--- src/rtl/sram_write_ctrl.sv ---
// sram_write_ctrl
// Sink for the FIFO drain stage. Writes each strobed word into a single-port
// SRAM at base + word count, modulo 2**aw. It runs one capture window of
// `length` words, either one-shot or circular, and reports done, wrap and
// overflow status. All outputs are registered, so a strobe becomes an SRAM
// write exactly one cycle later.

module sram_write_ctrl #(
    parameter int dw = 32,
    parameter int aw = 10
) (
    input  logic          wb_clk,
    input  logic          wb_rst,
    input  logic          cmd_start,
    input  logic          cmd_abort,
    input  logic [aw-1:0] base_addr,
    input  logic [aw-1:0] length,
    input  logic          wrap_en,
    input  logic          data_valid,
    input  logic [dw-1:0] data_in,
    output logic          sram_ce,
    output logic          sram_we,
    output logic [aw-1:0] sram_addr,
    output logic [dw-1:0] sram_wdata,
    output logic          busy,
    output logic          done,
    output logic          wrap,
    output logic          overflow,
    output logic [aw-1:0] word_count
);

    typedef enum logic [1:0] {
        S_IDLE   = 2'd0,
        S_ACTIVE = 2'd1,
        S_DONE   = 2'd2
    } state_t;

    state_t        state_q, state_d;
    logic [aw-1:0] base_q, base_d;
    logic [aw-1:0] len_q, len_d;
    logic          wrap_mode_q, wrap_mode_d;
    logic [aw-1:0] count_d;
    logic [aw-1:0] addr_d;
    logic [dw-1:0] wdata_d;
    logic          we_d, done_d, wrap_d, ovf_d;
    logic [aw-1:0] last_idx;
    logic          arm;

    // Index of the final word of a pass; a zero length underflows to all-ones,
    // which is exactly the last index of a full 2**aw-word buffer.
    assign last_idx = len_q - aw'(1);

    // A start only arms from IDLE or DONE, and an abort in the same cycle wins.
    assign arm = cmd_start && !cmd_abort && (state_q != S_ACTIVE);

    assign busy = (state_q == S_ACTIVE);

    // Next-state, next-count and next-write decode.
    always_comb begin
        // NOTE: every target gets a default first so no path leaves a value
        // unassigned, which would otherwise infer a latch.
        state_d     = state_q;
        base_d      = base_q;
        len_d       = len_q;
        wrap_mode_d = wrap_mode_q;
        count_d     = word_count;
        ovf_d       = overflow;
        we_d        = 1'b0;
        addr_d      = sram_addr;
        wdata_d     = sram_wdata;
        done_d      = 1'b0;
        wrap_d      = 1'b0;

        if (arm) begin
            state_d     = S_ACTIVE;
            base_d      = base_addr;
            len_d       = length;
            wrap_mode_d = wrap_en;
            count_d     = '0;
            ovf_d       = 1'b0;
        end else begin
            case (state_q)
                S_IDLE: begin
                    // Strobes with no armed window are ignored.
                end
                S_ACTIVE: begin
                    if (cmd_abort) begin
                        // The strobe in an abort cycle is dropped; count is kept for readout.
                        state_d = S_IDLE;
                    end else if (data_valid) begin
                        we_d    = 1'b1;
                        addr_d  = base_q + word_count;
                        wdata_d = data_in;
                        if (word_count == last_idx) begin
                            if (wrap_mode_q) begin
                                count_d = '0;
                                wrap_d  = 1'b1;
                            end else begin
                                count_d = word_count + aw'(1);
                                done_d  = 1'b1;
                                state_d = S_DONE;
                            end
                        end else begin
                            count_d = word_count + aw'(1);
                        end
                    end
                end
                S_DONE: begin
                    if (cmd_abort) begin
                        state_d = S_IDLE;
                    end else if (data_valid) begin
                        ovf_d = 1'b1;
                    end
                end
                default: state_d = S_IDLE;
            endcase
        end
    end

    // State and output registers; reset clears everything, including the latched window.
    always_ff @(posedge wb_clk) begin
        // NOTE: non-blocking assignments here so every register samples the
        // pre-edge values regardless of statement order.
        if (wb_rst) begin
            state_q     <= S_IDLE;
            base_q      <= '0;
            len_q       <= '0;
            wrap_mode_q <= 1'b0;
            word_count  <= '0;
            overflow    <= 1'b0;
            sram_ce     <= 1'b0;
            sram_we     <= 1'b0;
            sram_addr   <= '0;
            sram_wdata  <= '0;
            done        <= 1'b0;
            wrap        <= 1'b0;
        end else begin
            state_q     <= state_d;
            base_q      <= base_d;
            len_q       <= len_d;
            wrap_mode_q <= wrap_mode_d;
            word_count  <= count_d;
            overflow    <= ovf_d;
            sram_ce     <= we_d;
            sram_we     <= we_d;
            sram_addr   <= addr_d;
            sram_wdata  <= wdata_d;
            done        <= done_d;
            wrap        <= wrap_d;
        end
    end

endmodule

--- config.mk ---
export PLATFORM = sky130hd
export DESIGN_NAME = sram_write_ctrl
export DESIGN_NICKNAME = d
export VERILOG_FILES = /design/src/rtl/sram_write_ctrl.sv
export SDC_FILE = /design/constraint.sdc
export NUM_CORES = 1
export LEC_CHECK = 0
export BUFFER_PORTS_ARGS = -buffer_cell sky130_fd_sc_hd__buf_2
export CELL_PAD_IN_SITES_DETAIL_PLACEMENT = 1
export CELL_PAD_IN_SITES_GLOBAL_PLACEMENT = 1
export CORE_MARGIN = 3
export CORE_UTILIZATION = 39
export CTS_CLUSTER_DIAMETER = 30
export DETAILED_ROUTE_END_ITERATION = 7
export MAX_ROUTING_LAYER = met4
export PLACE_DENSITY = 0.82
export SLEW_MARGIN = 20
export SYNTH_ARGS = -nofsm -noshare
export SYNTH_HDL_FRONTEND = slang
export SYNTH_SLANG_ARGS = --single-unit
--- constraint.sdc ---
create_clock -name wb_clk -period 6.7 [get_ports wb_clk]
set_clock_uncertainty 0.15 [all_clocks]
set_input_delay 1.675 -clock wb_clk [delete_from_list [all_inputs] [get_ports wb_clk]]
set_output_delay 1.675 -clock wb_clk [all_outputs]
set_load 0.005 [all_outputs]
==> out/summary.txt <==
Slew Limit Fails: 0
DRC violations left: 0
Port bufs: 115
Post-CTS setup-driven buffer insertion count: 0
Die Span X: 102.5 µm
VDD IR max: 0.09737 mV
Syn nets: 537
Vias/cell: 5.209
Die H: 102.5 µm
Post-CTS Resized: 0
Pwr Density: 200.4 nW/µm²
Number of synthesized flops with an enable pin: 0
TritonCTS clock tree: done
Worst Path Max Fanout: 22
Gr usage total: 0.2095
Synth Cell Area: 3633 µm²
Antenna Cells: 0
WP buf/inv: 1
Synth Flop Type: dfxtp_1
Final Critical Period: 3265 ps
Critical Path Max Stage Delay: 710 ps
Worst Hold Depth: 2
Instance count on the critical path: 6
Worst min-delay path class: reg -> reg
Iter 0 DRT Violations: 111
WL final: 10,560 µm
Core box area: 8891 µm²
CTS root buf: clkbuf_8
Setup TNS Final: 0 ps
Pre-CTS WS: 3103 ps
Lkg Pwr: 1.974 nW
Avg Inst Size Synth: 7.780 µm²
Synth top area share: 0.4353
Non-Filler Instances: 678
Vias in the first global route: 3,519
H-Tree Depth: 3
Layout cells sized above 1: 0.2474
Gate count after technology mapping: 467
Clock buffer depth: 2
Worst Path Arrival: 3360 ps
Slew HR: 0.5171
Worst skew pair latency: 350 ps
TritonCTS sink count: 79
Routed vias: 3,532
Final hold slack: 303.7 ps
Avg WL per Cell: 15.58 µm
Worst reg2reg path depth: 9
Detail Placement HPWL: 7625 µm
Site Rows: 34
Synth area leader: dfxtp_1
Tot Pwr: 884.4 µW
Largest net degree at the start of global routing: 71
Nets: 635
Pre-antenna DRT Iters: 4
Status: complete, no violations
Routability congestion estimate from global placement: 0.8586
Synth top area cells: dfxtp_1 (44%), nand2_1 (14%), a21oi_1 (9.1%), ha_1 (3.8%), xnor2_1 (2.9%)
Max Cap Viol: 0
Slew @ Worst Pin: 724.4 ps
Most numerous cell in the Yosys netlist: nand2_1
Initial core utilization: 0.4087
Slack of the critical path: 3435 ps
Flops & latches, synth: 79
RSZ-0062 raised after global routing: no
Top cells by count, synth: nand2_1 (135), dfxtp_1 (79), a21oi_1 (66)
CP top delay family: simple AND/OR/NAND/NOR gates
Layout area overhead: 21.45%
Setup violators final: 0
Ys async rst share: 0
Tcrit/Tclk final: 0.4873
Post-Place Cells: 662
CP required: 6790 ps
First-pass GRT wire length: 16,880 µm
Final Hold Violating Endpoints: 0
Yosys warning count: 0
Critical path's slowest cell: or3b_2
Total CTS buffers: 9
Grt total ovfl: 0
Crit start category: input port
WS Path Type: in -> reg
Post-synth cell types: 47
Die area: 10,510 µm²
Worst-path cell chain: buf_2 > or3b_2 > nand2b_1 > nor4_1 > o21ai_0 > nand2_1
Final ANT Viol Nets: 0
Initial antenna violation count: 0
Sequential area share after synthesis: 0.4353
Clk slew on worst S/H paths: 80 ps
CP endpoint kind: flip-flop
Top Ports: 116
Post-cts hold buffer count: 0
F_max: 306.3 MHz
## flip-flops by register name (all words and copies together) (netlist names)
register,cells
base_q,10
done,1
len_q,10
overflow,1
sram_addr,10
sram_wdata,32
sram_we,1
state_q,2
word_count,10
wrap,1
wrap_mode_q,1
## per-stage QoR
step	cell area (µm²)	utilization
3_5_place_dp	4239	0.4768
5_1_grt	4413	0.4963
6_report	4413	0.4963
4_1_cts	4413	0.4963
2_1_floorplan	3633	-
3_3_place_gp	4239	0.4768
## area by class of cell
type | count | area [µm²]
Clock buffer | 10 | 137.6
Fill cell | 1166 | 4478
Clock inverter | 6 | 36.28
Timing Repair Buffer | 119 | 605.6
Inverter | 8 | 30.03
Tap cell | 108 | 135.1
Multi-Input combinational cell | 348 | 1887
Sequential cell | 79 | 1582
## cell families (layout without fill, tap and decap cells)
logic type               after synthesis  after routing  synth area share
AO/OA/AOI/OAI                         98             98            0.1532
XOR/XNOR                              21             21           0.05062
adder cells (fa/ha/maj)               12             12           0.04339
buffers and inverters                 40            143           0.04683
flip-flops                            79             79            0.4353
multiplexers                           1              1          0.002755
AND/OR/NAND/NOR                      216            216            0.2679
## per-layer routing
| metal | wire length [µm] | track usage |
|---|---|---|
| met1 | 4696 | 0.2618 |
| met2 | 5136 | 0.3416 |
| met3 | 531 | 0.04127 |
| met4 | 196 | 0.06559 |
| met5 | 0 | - |
## cells in the final DEF (no fill, tap or decap), types with 2 or more instances in the layout
master,instances
nor2_1,20
a21o_1,3
a31oi_1,2
nor3_1,9
o21a_1,2
xnor2_1,12
nor3b_1,5
a211oi_1,3
nand2b_1,2
xor2_1,9
buf_2,115
or3_1,3
clkinv_2,4
o211ai_1,2
nand3_1,9
buf_4,4
dfxtp_1,79
nor2b_1,7
and4b_1,2
nor4b_1,2
inv_1,8
nor4_1,8
a21oi_1,66
o21ai_0,10
nand3b_1,2
and3_1,5
ha_1,11
nand2_1,135
clkbuf_8,10
## power by group
part | total, mW | switching (mW) | internal [mW]
clock | 0.314 | 0.171 | 0.142
combinational | 0.0839 | 0.0473 | 0.0366
sequential | 0.487 | 0.00811 | 0.479
## worst min-delay path: cells and delay by family (launching register included)
kind	cells	cell delay [ps]
AO/OA/AOI/OAI	1	50
flip-flops	1	310
AND/OR/NAND/NOR	1	50
## worst paths after layout
kind | startpoint | endpoint | slack (ps)
min | sram_wdata[21]$_SDFFE_PP0P_ | sram_wdata[21]$_SDFFE_PP0P_ | 300
min reg2reg | sram_wdata[21]$_SDFFE_PP0P_ | sram_wdata[21]$_SDFFE_PP0P_ | 300
max reg2reg | len_q[0]$_SDFFE_PP0P_ | word_count[9]$_SDFFE_PP0P_ | 3740
max | cmd_abort | word_count[8]$_SDFFE_PP0P_ | 3430
Power figures use the tool's default switching activity.
